$ cat config.mk
export PLATFORM = sky130hd
export DESIGN_NAME = seg7_capture_flat
export DESIGN_NICKNAME = d
export VERILOG_FILES = /design/src/rtl/seg7_capture_if.sv /design/src/rtl/seg7_capture.sv /design/src/flat_wrapper.sv
export SDC_FILE = /design/constraint.sdc
export NUM_CORES = 1
export LEC_CHECK = 0
export CORE_MARGIN = 1.5
export CORE_UTILIZATION = 55
export CTS_CLUSTER_DIAMETER = 150
export DETAILED_ROUTE_END_ITERATION = 8
export PLACE_DENSITY = 0.76
export SLEW_MARGIN = 20
export SYNTH_ARGS = -nofsm -noshare
export SYNTH_HDL_FRONTEND = slang
export SYNTH_SLANG_ARGS = --single-unit
$ cat constraint.sdc
create_clock -name clk -period 3.2 [get_ports clk]
set_input_delay 0.32 -clock clk [delete_from_list [all_inputs] [get_ports clk]]
set_output_delay 0.32 -clock clk [all_outputs]
set_load 0.03 [all_outputs]
$ cat src/rtl/seg7_capture_if.sv
// Bus bundle for seg7_capture: multiplexed display lines in, snapshot plus valid/ready out.
// With SEG7_CAPTURE_ERRCNT_EN defined the bundle also carries the 8-bit err_count.
interface seg7_capture_if #(
    parameter int DIGITS = 8
);
    logic [0:6]          seg_in;
    logic [DIGITS-1:0]   dig_sel;
    logic [4*DIGITS-1:0] word_out;
    logic [DIGITS-1:0]   nib_valid;
    logic [DIGITS-1:0]   err_digit;
    logic                out_valid;
    logic                out_ready;
`ifdef SEG7_CAPTURE_ERRCNT_EN
    logic [7:0]          err_count;
`endif

    // master: the capture block (produces the snapshot); slave: the consumer / display driver side
    modport master (
        input  seg_in,
        input  dig_sel,
        input  out_ready,
`ifdef SEG7_CAPTURE_ERRCNT_EN
        output err_count,
`endif
        output word_out,
        output nib_valid,
        output err_digit,
        output out_valid
    );

    modport slave (
        output seg_in,
        output dig_sel,
        output out_ready,
`ifdef SEG7_CAPTURE_ERRCNT_EN
        input  err_count,
`endif
        input  word_out,
        input  nib_valid,
        input  err_digit,
        input  out_valid
    );
endinterface

$ cat src/rtl/seg7_capture.sv
// Seven-segment loopback receiver: debounces each digit pattern, decodes it back to a nibble
// and presents a full-display snapshot over valid/ready. Optional SEG7_CAPTURE_ERRCNT_EN adds err_count.
module seg7_capture #(
    parameter int DIGITS        = 8,
    parameter int STABLE_CYCLES = 4
) (
    input  logic           clk,
    input  logic           rst,
    seg7_capture_if.master bus
);
    localparam int         SW         = DIGITS + 7;
    localparam logic [7:0] STABLE_MAX = 8'(STABLE_CYCLES);

    typedef enum logic [0:0] {
        ST_COLLECT = 1'b0,
        ST_PRESENT = 1'b1
    } state_e;

    // Returns {glyph_hit, nibble}; seg_n is a..g from MSB to LSB, active-low
    function automatic logic [4:0] glyph_decode(input logic [6:0] seg_n);
        logic [4:0] res;
        case (seg_n)
            7'b0000001: res = 5'h10;
            7'b1001111: res = 5'h11;
            7'b0010010: res = 5'h12;
            7'b0000110: res = 5'h13;
            7'b1001100: res = 5'h14;
            7'b0100100: res = 5'h15;
            7'b0100000: res = 5'h16;
            7'b0001111: res = 5'h17;
            7'b0000000: res = 5'h18;
            7'b0001100: res = 5'h19;
            7'b0001000: res = 5'h1A;
            7'b1100000: res = 5'h1B;
            7'b0110001: res = 5'h1C;
            7'b1000010: res = 5'h1D;
            7'b0110000: res = 5'h1E;
            7'b0111000: res = 5'h1F;
            default:    res = 5'h00;
        endcase
        return res;
    endfunction

    function automatic logic single_low(input logic [DIGITS-1:0] sel_n);
        logic [DIGITS-1:0] act;
        act = ~sel_n;
        return (act != {DIGITS{1'b0}}) && ((act & (act - DIGITS'(1))) == {DIGITS{1'b0}});
    endfunction

    logic [SW-1:0]       smp_q, smp_d;
    logic [7:0]          cnt_q, cnt_d;
    logic [4*DIGITS-1:0] live_word_q, live_word_d;
    logic [DIGITS-1:0]   live_valid_q, live_valid_d;
    logic [DIGITS-1:0]   live_err_q, live_err_d;
    logic [DIGITS-1:0]   seen_q, seen_d;
    logic [4*DIGITS-1:0] word_q, word_d;
    logic [DIGITS-1:0]   nib_valid_q, nib_valid_d;
    logic [DIGITS-1:0]   err_digit_q, err_digit_d;
    logic                out_valid_q, out_valid_d;
    state_e              state_q, state_d;
`ifdef SEG7_CAPTURE_ERRCNT_EN
    logic [7:0]          err_count_q, err_count_d;
`endif

    logic [SW-1:0]       sample_s;
    logic                same_s;
    logic                commit_s;
    logic [4:0]          dec_s;
    logic                blank_s;
    logic                bad_s;
    logic [DIGITS-1:0]   seen_set_s;
    logic                seen_clr_s;

    // Sampling, settle counter, glyph decode and live-register update
    always_comb begin
        sample_s = {bus.dig_sel, bus.seg_in};
        same_s   = (sample_s == smp_q);
        smp_d    = sample_s;
        if (!same_s) begin
            cnt_d = 8'd1;
        end else if (cnt_q == STABLE_MAX) begin
            cnt_d = cnt_q;
        end else begin
            cnt_d = cnt_q + 8'd1;
        end

        // Commit only on the transition into STABLE_MAX, so a held pattern commits once
        commit_s = same_s && (cnt_q == (STABLE_MAX - 8'd1)) && single_low(smp_q[SW-1:7]);
        dec_s    = glyph_decode(smp_q[6:0]);
        blank_s  = (smp_q[6:0] == 7'h7F);
        bad_s    = !dec_s[4] && !blank_s;

        live_word_d  = live_word_q;
        live_valid_d = live_valid_q;
        live_err_d   = live_err_q;
        seen_set_s   = {DIGITS{1'b0}};
        for (int i = 0; i < DIGITS; i++) begin
            if (commit_s && !smp_q[7+i]) begin
                live_valid_d[i] = dec_s[4];
                live_err_d[i]   = bad_s;
                seen_set_s[i]   = 1'b1;
                if (dec_s[4]) begin
                    live_word_d[4*i +: 4] = dec_s[3:0];
                end else begin
                    live_word_d[4*i +: 4] = live_word_q[4*i +: 4];
                end
            end else begin
                live_valid_d[i] = live_valid_q[i];
            end
        end

`ifdef SEG7_CAPTURE_ERRCNT_EN
        if (commit_s && bad_s && (err_count_q != 8'hFF)) begin
            err_count_d = err_count_q + 8'd1;
        end else begin
            err_count_d = err_count_q;
        end
`endif
    end

    // Frame FSM: snapshot on full coverage, hold until accepted
    always_comb begin
        state_d     = state_q;
        word_d      = word_q;
        nib_valid_d = nib_valid_q;
        err_digit_d = err_digit_q;
        out_valid_d = out_valid_q;
        seen_clr_s  = 1'b0;
        case (state_q)
            ST_COLLECT: begin
                if (seen_q == {DIGITS{1'b1}}) begin
                    word_d      = live_word_q;
                    nib_valid_d = live_valid_q;
                    err_digit_d = live_err_q;
                    out_valid_d = 1'b1;
                    state_d     = ST_PRESENT;
                end else begin
                    out_valid_d = 1'b0;
                end
            end
            ST_PRESENT: begin
                if (out_valid_q && bus.out_ready) begin
                    seen_clr_s  = 1'b1;
                    out_valid_d = 1'b0;
                    state_d     = ST_COLLECT;
                end else begin
                    out_valid_d = out_valid_q;
                end
            end
            default: begin
                out_valid_d = 1'b0;
                state_d     = ST_COLLECT;
            end
        endcase
        // A commit landing on the accept edge survives the clear
        seen_d = (seen_clr_s ? {DIGITS{1'b0}} : seen_q) | seen_set_s;
    end

    // State registers with synchronous reset
    always_ff @(posedge clk) begin
        if (rst) begin
            smp_q        <= {SW{1'b0}};
            cnt_q        <= 8'd0;
            live_word_q  <= {(4*DIGITS){1'b0}};
            live_valid_q <= {DIGITS{1'b0}};
            live_err_q   <= {DIGITS{1'b0}};
            seen_q       <= {DIGITS{1'b0}};
            word_q       <= {(4*DIGITS){1'b0}};
            nib_valid_q  <= {DIGITS{1'b0}};
            err_digit_q  <= {DIGITS{1'b0}};
            out_valid_q  <= 1'b0;
            state_q      <= ST_COLLECT;
`ifdef SEG7_CAPTURE_ERRCNT_EN
            err_count_q  <= 8'd0;
`endif
        end else begin
            smp_q        <= smp_d;
            cnt_q        <= cnt_d;
            live_word_q  <= live_word_d;
            live_valid_q <= live_valid_d;
            live_err_q   <= live_err_d;
            seen_q       <= seen_d;
            word_q       <= word_d;
            nib_valid_q  <= nib_valid_d;
            err_digit_q  <= err_digit_d;
            out_valid_q  <= out_valid_d;
            state_q      <= state_d;
`ifdef SEG7_CAPTURE_ERRCNT_EN
            err_count_q  <= err_count_d;
`endif
        end
    end

    assign bus.word_out  = word_q;
    assign bus.nib_valid = nib_valid_q;
    assign bus.err_digit = err_digit_q;
    assign bus.out_valid = out_valid_q;
`ifdef SEG7_CAPTURE_ERRCNT_EN
    assign bus.err_count = err_count_q;
`endif

endmodule
$ cat src/flat_wrapper.sv
// flat-port wrapper written by rule: the top's interface ports become plain ports
module seg7_capture_flat 
#(
    parameter int DIGITS        = 8,
    parameter int STABLE_CYCLES = 4
)
  (clk, rst, bus_seg_in, bus_dig_sel, bus_out_ready, bus_word_out, bus_nib_valid, bus_err_digit, bus_out_valid);
  seg7_capture_if #(.DIGITS(DIGITS)) bus_i ();
  input  logic clk;
  input  logic rst;
  input wire logic [$bits(bus_i.seg_in)-1:0] bus_seg_in;
  input wire logic [$bits(bus_i.dig_sel)-1:0] bus_dig_sel;
  input wire logic [$bits(bus_i.out_ready)-1:0] bus_out_ready;
  output wire logic [$bits(bus_i.word_out)-1:0] bus_word_out;
  output wire logic [$bits(bus_i.nib_valid)-1:0] bus_nib_valid;
  output wire logic [$bits(bus_i.err_digit)-1:0] bus_err_digit;
  output wire logic [$bits(bus_i.out_valid)-1:0] bus_out_valid;
  assign bus_i.seg_in = bus_seg_in;
  assign bus_i.dig_sel = bus_dig_sel;
  assign bus_i.out_ready = bus_out_ready;
  assign bus_word_out = bus_i.word_out;
  assign bus_nib_valid = bus_i.nib_valid;
  assign bus_err_digit = bus_i.err_digit;
  assign bus_out_valid = bus_i.out_valid;
  seg7_capture #(.DIGITS(DIGITS), .STABLE_CYCLES(STABLE_CYCLES)) u_core (.clk(clk), .rst(rst), .bus(bus_i));
endmodule
==> results of run 1 <==
[how the worst min path moves through the flow]
stage                                 startpoint                 endpoint  cells after the start
after floorplan           u_core.live_valid_q[4]  u_core.bus.nib_valid[4]                      2
after global placement          u_core.seen_q[2]         u_core.seen_q[2]                      2
after detailed placement  u_core.bus.word_out[0]   u_core.bus.word_out[0]                      2
after CTS                                    rst          u_core.cnt_q[1]                      3
after global routing                         rst          u_core.cnt_q[1]                      3
final                                        rst          u_core.cnt_q[1]                      3
[worst max-delay path, stage by stage, from the launching register on]
cell and delay (ns):
dfxtp_1 0.33, or4_1 0.52, nor2_1 0.17, nand4b_1 0.14, or3_1 0.44, buf_12 0.19, o41ai_1 0.57, o22ai_1 0.18
[placed cells by master, fill, tap and decap left out, types with 15 or more instances in the layout]
cell             netlist  routed
a21oi_1               71      71
clkbuf_16              0      16
clkdlybuf4s50_1        0      65
dfxtp_1              129     129
inv_1                 15      15
mux2i_1               24      24
nand2_1              135     135
nor2_1                18      18
nor2b_1               18      18
xor2_1                15      15
[stage by stage]
step                area [µm²]  cells  util (%)
finish                    6620    797      71.6
global route              6620    797      71.6
CTS                       6610    797      71.5
detailed placement        5960    765      64.5
global placement          5960    765      64.5
floorplan                 5250    609         -
[cells by family after synthesis]
kind of cell    synth area share (%)
simple gates                    22.6
flops                           49.2
mux                             4.57
fa+ha+maj                      0.857
buf+inv                         5.03
compound gates                  13.8
xor+xnor                        4.00
[sequential cells by signal, summed over array words and instances (netlist names)]
signal	cells
u_core.live_word_q	32
u_core.smp_q	15
u_core.bus.err_digit	8
u_core.bus.out_valid	1
u_core.cnt_q	8
u_core.seen_q	8
u_core.state_q	1
u_core.bus.word_out	32
u_core.live_err_q	8
u_core.live_valid_q	8
u_core.bus.nib_valid	8
[per-layer routing]
metal	wire, µm	vias up
li1	-	2184
met1	5100	2089
met2	6080	130
met3	591	25
met4	293	0
met5	0	-
[report_power, final]
part	switching, µW	internal [µW]
combinational	86.4	62.4
clock	687	1430
sequential	29.2	1620
[cell usage after synthesis (3+ instances only)]
master and n:
a21oi_1 71, a31o_2 3, and3_1 8, and3b_1 3, buf_2 7, clkbuf_1 39
dfxtp_1 129, inv_1 15, mux2i_1 24, nand2_1 135, nand3_1 4, nand3b_1 5
nand4_1 4, nand4b_1 3, nor2_1 18, nor2b_1 18, nor3_1 5, nor4_1 6
nor4_2 4, o211ai_1 5, o21a_1 3, o21ai_0 11, o22ai_1 9, o31ai_1 4
o41ai_1 4, or2_2 4, or3_1 10, or4_1 6, xnor2_1 9, xor2_1 15
[cell type report]
class                      count  area share, %
clock buffer                  24           7.26
inverter                      15          0.851
tap                          129           2.44
multi-input combinational    416           36.6
timing repair buffer          76           11.2
clock inverter                 8           2.63
sequential                   129           39.0
==> results.sh, run 1 <==
export IMPL_status="finished, final reports clean"
export IMPL_drv_cap=0
export IMPL_total_power_uw=3910
export IMPL_dp_hpwl_mm=8.14
export IMPL_end_kind="flip-flop"
export IMPL_syn_area_um2=5250
export IMPL_ys_seq_elements=129
export IMPL_drc=0
export IMPL_power_density_nw_per_um2=591
export IMPL_dieArea_um2=10100
export IMPL_multi_input_area_um2=2420
export IMPL_io_buffers=66
export IMPL_post_cts_setup_buffers=0
export IMPL_cts_inserted_buffers=17
export IMPL_vias=4428
export IMPL_htreeDepth=4
export IMPL_fin_tns_setup_ns=0
export IMPL_die_h_um=101
export IMPL_ir_worst_vdd_v=0.000425
export IMPL_r2r_cells=7
export IMPL_grt_use_met1_pct=29.7
export IMPL_fp_row_count=35
export IMPL_arrival_ns=3.07
export IMPL_gr_max_usage_layer="met2"
export IMPL_cts_tree="done"
export IMPL_cts_root_buffer="clkbuf_8"
export IMPL_ys_async_sr_fraction_pct=0
export IMPL_path_max_fanout=38
export IMPL_clock_latency_ns=0.52
export IMPL_grt_use_met2_pct=42.7
export IMPL_cts_buffer_depth=2
export IMPL_r2r_end="u_core.live_word_q[15]"
export IMPL_syn_avg_cell_area_um2=8.62
export IMPL_drive_above_1_share_pct=8.53
export IMPL_hp_class="input port to flip-flop"
export IMPL_seq_area_frac_synth_pct=49.2
export IMPL_start_util_pct=56.8
export IMPL_wl_per_cell_um=15.1
export IMPL_synth_edf_count=0
export IMPL_diodes=0
export IMPL_nets=675
export IMPL_fin_crit_ns=2.70
export IMPL_fin_hold_ws_ns=0.188
export IMPL_tightest_slew_ns=0.774
export IMPL_finalSetupViolCount=0
export IMPL_grt_pass1_vias=4278
export IMPL_hold_viol=0
export IMPL_fp_dieW_um=101
export IMPL_reg2reg_slack_ns=0.50
export IMPL_rr_startpoint="u_core.cnt_q[4]"
export IMPL_seq_area_um2=2580
export IMPL_grtUsageMet3_pct=5.96
export IMPL_grt_max_degree=47
export IMPL_drt_pass1_iter_count=5
export IMPL_worst_slack_ns=0.497
export IMPL_synth_fp_nets=629
export IMPL_grt_overflow=0
export IMPL_grt_total_usage_pct=25.0
export IMPL_drv_slew=0
export IMPL_ys_types=52
export IMPL_max_slew_margin_rel_pct=48.3
export IMPL_post_cts_resize_count=0
export IMPL_endpoint="u_core.live_word_q[15]"
export IMPL_ys_top_cells_by_area="dfxtp_1 49%, nand2_1 9.6%, a21oi_1 6.8%"
export IMPL_io_pins=67
export IMPL_crit_required_ns=3.57
export IMPL_fillers=731
export IMPL_synth_main_ff_cell="dfxtp_1"
export IMPL_hold_buffers=0
export IMPL_area_growth_synth_to_final_pct=26.0
export IMPL_path_class="flip-flop to flip-flop"
export IMPL_netlist_instances=609
export IMPL_preCtsSetupSlack_ns=0.283
export IMPL_synth_top_area_share_pct=49.2
export IMPL_yosys_area_top_type="dfxtp_1"
export IMPL_grt_setup_unrepaired="no"
export IMPL_viasPerCell=5.56
export IMPL_post_route_period_util_pct=84.5
export IMPL_critPathLaunchType="flip-flop"
export IMPL_grt_first_pass_wirelength_mm=19.8
export IMPL_clk_pin_slew_ns=0.06
export IMPL_gp_congestion=0.800
export IMPL_cts_sinks=129
export IMPL_synth_warning_count=0
export IMPL_drt_iter0_markers=238
export IMPL_max_freq_mhz=370
export IMPL_wl_mm=12.1
export IMPL_leakage_uw=0.00231
export IMPL_ant_nets=0
export IMPL_critPathLaunch="u_core.cnt_q[4]"
export IMPL_core_area_um2=9240
export IMPL_final_setup_skew_ns=0.00759
export IMPL_antenna_found_initial=0
No activity file was read; power rests on OpenSTA's default activity.
==> run 2, diff against run 1 <==
Clock period 3.2 ns to 2.7 ns, I/O delays scaled along.
==> run 2 against run 1 <==
Effect of this change: cell area rose by 1.7%; die area did not move; clock skew rose by 0.0013 ns.
==> results.sh, run 2 (same netlist as run 1, synthesis figures left out) <==
export IMPL_drt_iter0_markers=269
export IMPL_viasPerCell=5.63
export IMPL_cts_tree="done"
export IMPL_critical_path_slowest_cell="or4_1"
export IMPL_grt_overflow=0
export IMPL_worst_slack_ns=0.124
export IMPL_layout_cells_most_common_list="135 x nand2_1, 129 x dfxtp_1, 71 x a21oi_1"
export IMPL_finalSetupViolCount=0
export IMPL_drive_above_1_share_pct=11.7
export IMPL_fin_crit_ns=2.58
export IMPL_grt_max_degree=48
export IMPL_drt_pass1_iter_count=5
export IMPL_tightest_slew_ns=0.806
export IMPL_gp_congestion=0.817
export IMPL_drv_cap=0
export IMPL_drc=0
export IMPL_crit_required_ns=3.08
export IMPL_ir_worst_vdd_v=0.000412
export IMPL_core_area_um2=9240
export IMPL_diodes=0
export IMPL_clock_latency_ns=0.52
export IMPL_cts_root_buffer="clkbuf_8"
export IMPL_power_density_nw_per_um2=674
export IMPL_grt_setup_unrepaired="no"
export IMPL_max_slew_margin_rel_pct=45.9
export IMPL_grt_first_pass_wirelength_mm=20.6
export IMPL_arrival_ns=2.95
export IMPL_total_power_uw=4540
export IMPL_hold_buffers=0
export IMPL_io_buffers=66
export IMPL_cts_inserted_buffers=17
export IMPL_drv_slew=0
export IMPL_dieArea_um2=10100
export IMPL_post_route_period_util_pct=95.4
export IMPL_status="finished, final reports clean"
export IMPL_dp_hpwl_mm=8.49
export IMPL_cts_buffer_depth=2
export IMPL_path_max_fanout=24
export IMPL_area_growth_synth_to_final_pct=28.1
export IMPL_antenna_found_initial=0
export IMPL_grt_total_usage_pct=26.0
export IMPL_crit_buf_inv=1
export IMPL_fin_tns_setup_ns=0
export IMPL_nets=691
export IMPL_vias=4576
export IMPL_cts_sinks=129
export IMPL_max_freq_mhz=388
export IMPL_path_class="flip-flop to flip-flop"
export IMPL_hold_viol=0
export IMPL_clk_pin_slew_ns=0.06
export IMPL_final_setup_skew_ns=0.00885
export IMPL_start_util_pct=56.8
export IMPL_leakage_uw=0.00238
export IMPL_slowest_delay_ns=0.54
export IMPL_fp_row_count=35
export IMPL_multi_input_area_um2=2440
export IMPL_hp_class="input port to flip-flop"
export IMPL_wl_mm=12.6
export IMPL_ant_nets=0
export IMPL_wl_per_cell_um=15.5
export IMPL_worstPathCellList="or4_1 -> nor2_2 -> nand4b_1 -> or3_4 -> buf_6 -> o41ai_1 -> o22ai_1"
export IMPL_critPathTopFamily="simple AND/OR/NAND/NOR gates"
export IMPL_layout_commonest_cell="nand2_1"
export IMPL_die_h_um=101
export IMPL_htreeDepth=4
export IMPL_seq_area_um2=2580
export IMPL_fillers=689
export IMPL_fp_dieW_um=101
export IMPL_io_pins=67
export IMPL_grt_pass1_vias=4515
export IMPL_end_kind="flip-flop"
export IMPL_preCtsSetupSlack_ns=-0.136
export IMPL_critPathLaunchType="flip-flop"
[run 2: cell count changes in the layout (fill, tap and decap cells not counted), sizes merged]
cell      previous run  this run
buf                 11        27
clkbuf              24        18
clkinv               1         5
inv                 15        19
bufinv               5         4
clkinvlp             2         1
[run 2: per-layer routing]
layer	share of wire [%]	GRT usage [%]	routed length, µm
met5	0	0	0
met4	2.2	11.2	282
met3	5.5	6.45	696
met2	50	44.3	6260
met1	43	31.1	5390
[run 2: what timing repair did]
action | 4_1_cts | 5_1_grt
pin swaps | 0 | 0
setup endpoints to repair | 5 | 28
buffers inserted | 0 | 0
resized for setup | 2 | 3
[run 2: final timing paths]
path	start	to	slack, ns	depth (start not counted)
worst max-delay path	u_core.cnt_q[4]	u_core.live_word_q[7]	0.12	7
worst min-delay path	rst	u_core.smp_q[2]	0.12	2
worst max register to register	u_core.cnt_q[4]	u_core.live_word_q[7]	0.12	7
worst min register to register	u_core.bus.nib_valid[7]	u_core.bus.nib_valid[7]	0.45	2
[run 2: per-stage QoR]
step	hold slack, ns	std cells	util [%]	instance area, µm²
after global placement	0.441	781	65.6	6060
final	0.115	813	72.8	6730
after global routing	0.119	813	72.8	6730
after CTS	0.105	813	72.7	6710
after floorplan	0.398	609	-	5250
after detailed placement	0.444	781	65.7	6070
[run 2: area by class of cell]
| cell class | count | area share, % |
|---|---|---|
| Clock buffer | 18 | 6.36 |
| Multi-Input combinational cell | 416 | 36.3 |
| Clock inverter | 14 | 3.01 |
| Inverter | 15 | 0.837 |
| Tap cell | 129 | 2.40 |
| Sequential cell | 129 | 38.4 |
| Timing Repair Buffer | 92 | 12.7 |
[run 2: report_power, final]
part / switching [µW] / leakage, µW / internal (µW) / total, µW
Combinational: 120 / 0.00103 / 81.6 / 202
Clock: 857 / 0.000307 / 1540 / 2400
Sequential: 22.8 / 0.00104 / 1920 / 1940
==> run 3, diff against run 2 <==
Settings changed: CORE_UTILIZATION 55 to 40, PLACE_DENSITY 0.76 to 0.58.
==> run 3 against run 2 <==
Effect of this change: clock power shrank 6%; non-clock buffer count grew 3; sequential cell count is the same; sequential share of layout area shrank 0.16 points; die area grew 36%; global-route usage shrank 7.1 points; clock skew shrank 0.0012 ns; combinational power is essentially flat; wire length shrank 0.91%; sequential power is essentially flat.
==> results.sh, run 3 (same netlist as run 1, synthesis figures left out) <==
export IMPL_wl_mm=12.5
export IMPL_io_buffers=66
export IMPL_critical_path_slowest_cell="or4_1"
export IMPL_slowest_delay_ns=0.51
export IMPL_grt_pass1_vias=4318
export IMPL_status="finished, final reports clean"
export IMPL_worstPathCellList="or4_1 -> nor2_1 -> nand4b_1 -> or3_4 -> buf_4 -> nor4_2 -> buf_4 -> mux2i_1"
export IMPL_drv_cap=0
export IMPL_rr_startpoint="u_core.cnt_q[4]"
export IMPL_cts_root_buffer="clkbuf_16"
export IMPL_cts_buffer_depth=2
export IMPL_grt_setup_unrepaired="no"
export IMPL_leakage_uw=0.00238
export IMPL_fp_dieW_um=118
export IMPL_dp_hpwl_mm=8.92
export IMPL_critPathLaunchType="flip-flop"
export IMPL_nets=694
export IMPL_end_kind="flip-flop"
export IMPL_dieArea_um2=13800
export IMPL_drt_iter0_markers=256
export IMPL_clock_latency_ns=0.41
export IMPL_drt_pass1_iter_count=4
export IMPL_fin_crit_ns=2.56
export IMPL_vias=4420
export IMPL_arrival_ns=2.90
export IMPL_layout_cells_most_common_list="135 x nand2_1, 129 x dfxtp_1, 71 x a21oi_1"
export IMPL_path_class="flip-flop to flip-flop"
export IMPL_crit_required_ns=3.04
export IMPL_grt_first_pass_wirelength_mm=20.8
export IMPL_preCtsSetupSlack_ns=-0.0360
export IMPL_cts_inserted_buffers=17
export IMPL_power_density_nw_per_um2=651
export IMPL_grt_max_degree=41
export IMPL_final_util_pct=53.1
export IMPL_final_setup_skew_ns=0.00768
export IMPL_min_from="rst"
export IMPL_post_route_period_util_pct=94.8
export IMPL_core_area_um2=12700
export IMPL_holdPathEnd="u_core.bus.word_out[20]"
export IMPL_max_slew_margin_rel_pct=64.6
export IMPL_area_growth_synth_to_final_pct=28.6
export IMPL_hold_path_depth=2
export IMPL_clk_pin_slew_ns=0.05
export IMPL_drc=0
export IMPL_gp_congestion=0.792
export IMPL_r2r_cells=8
export IMPL_worst_slack_ns=0.139
export IMPL_post_cts_setup_buffers=0
export IMPL_crit_top_cell="buf_4"
export IMPL_start_util_pct=41.3
export IMPL_hold_viol=0
export IMPL_critPathTopFamily="simple AND/OR/NAND/NOR gates"
export IMPL_viasPerCell=5.15
export IMPL_ant_nets=0
export IMPL_grt_total_usage_pct=18.9
export IMPL_finalSetupViolCount=0
export IMPL_diodes=0
export IMPL_r2r_end="u_core.live_word_q[14]"
export IMPL_cts_sinks=129
export IMPL_reg2reg_slack_ns=0.14
export IMPL_layout_commonest_cell="nand2_1"
export IMPL_die_h_um=118
export IMPL_tightest_slew_ns=0.532
export IMPL_cts_tree="done"
export IMPL_grt_overflow=0
export IMPL_hold_buffers=0
export IMPL_path_max_fanout=9
export IMPL_drive_above_1_share_pct=11.1
export IMPL_htreeDepth=4
export IMPL_fp_row_count=41
export IMPL_wl_per_cell_um=14.6
export IMPL_ir_worst_vdd_v=0.000344
export IMPL_max_freq_mhz=391
export IMPL_antenna_found_initial=0
export IMPL_io_pins=67
export IMPL_drv_slew=0
export IMPL_hp_class="input port to flip-flop"
export IMPL_crit_buf_inv=2
run 3: through the flow:
step                      setup TNS [ns]  instances  power [µW]  area [µm²]  hold WS, ns
final                                  0        858        4400        6760        0.300
after detailed placement         -0.0980        827        2180        6140        0.445
after CTS                              0        858        4430        6720        0.289
after global placement           -0.0344        827        2180        6140        0.441
after floorplan                        0        609        2100        5250        0.398
after global routing                   0        858        4560        6760        0.305
run 3: worst max path at each step:
| stage | startpoint | slack, ns | cells past startpoint | to |
|---|---|---|---|---|
| 6_report | u_core.cnt_q[4] | 0.14 | 8 | u_core.live_word_q[14] |
| 3_3_place_gp | bus_seg_in[3] | -0.02 | 9 | u_core.live_word_q[14] |
| 2_1_floorplan | u_core.cnt_q[4] | 0.28 | 8 | u_core.live_word_q[16] |
| 3_5_place_dp | bus_seg_in[3] | -0.04 | 9 | u_core.live_word_q[14] |
| 5_1_grt | u_core.cnt_q[4] | 0.004 | 8 | u_core.live_word_q[14] |
| 4_1_cts | u_core.cnt_q[4] | 0.05 | 8 | u_core.live_word_q[14] |
run 3: metal layers:
metal  track usage [%]  share of wire (%)  vias up
met3              4.84                3.3       24
met4              7.85                2.2        0
li1                  -                  -     2212
met1              23.7                 46     2106
met2              31.0                 48       78
met5                 0                  0        -
run 3: timing repair:
item	in CTS	in global routing
resized for setup	0	5
endpoints found under the setup margin	0	16
endpoints found under the hold margin	0	0
run 3: report_power, final:
part | switching, µW | internal (µW)
Clock | 765 | 1490
Sequential | 22.5 | 1920
Combinational | 121 | 84.1
Total | 909 | 3490
run 3: area by class of cell:
cell class	count	area, µm²
fill	1233	5970
clock buffer	25	475
multi-input combinational	416	2450
inverter	15	56.3
timing repair buffer	95	873
clock inverter	6	105
tap	172	215
sequential	129	2580
run 3: worst register-to-register path, cell delays in order (launching register included):
cell and delay (ns):
dfxtp_1 0.33, or4_1 0.51, nor2_1 0.16, nand4b_1 0.17
or3_4 0.45, buf_4 0.19, nor4_2 0.32, buf_4 0.18
mux2i_1 0.17
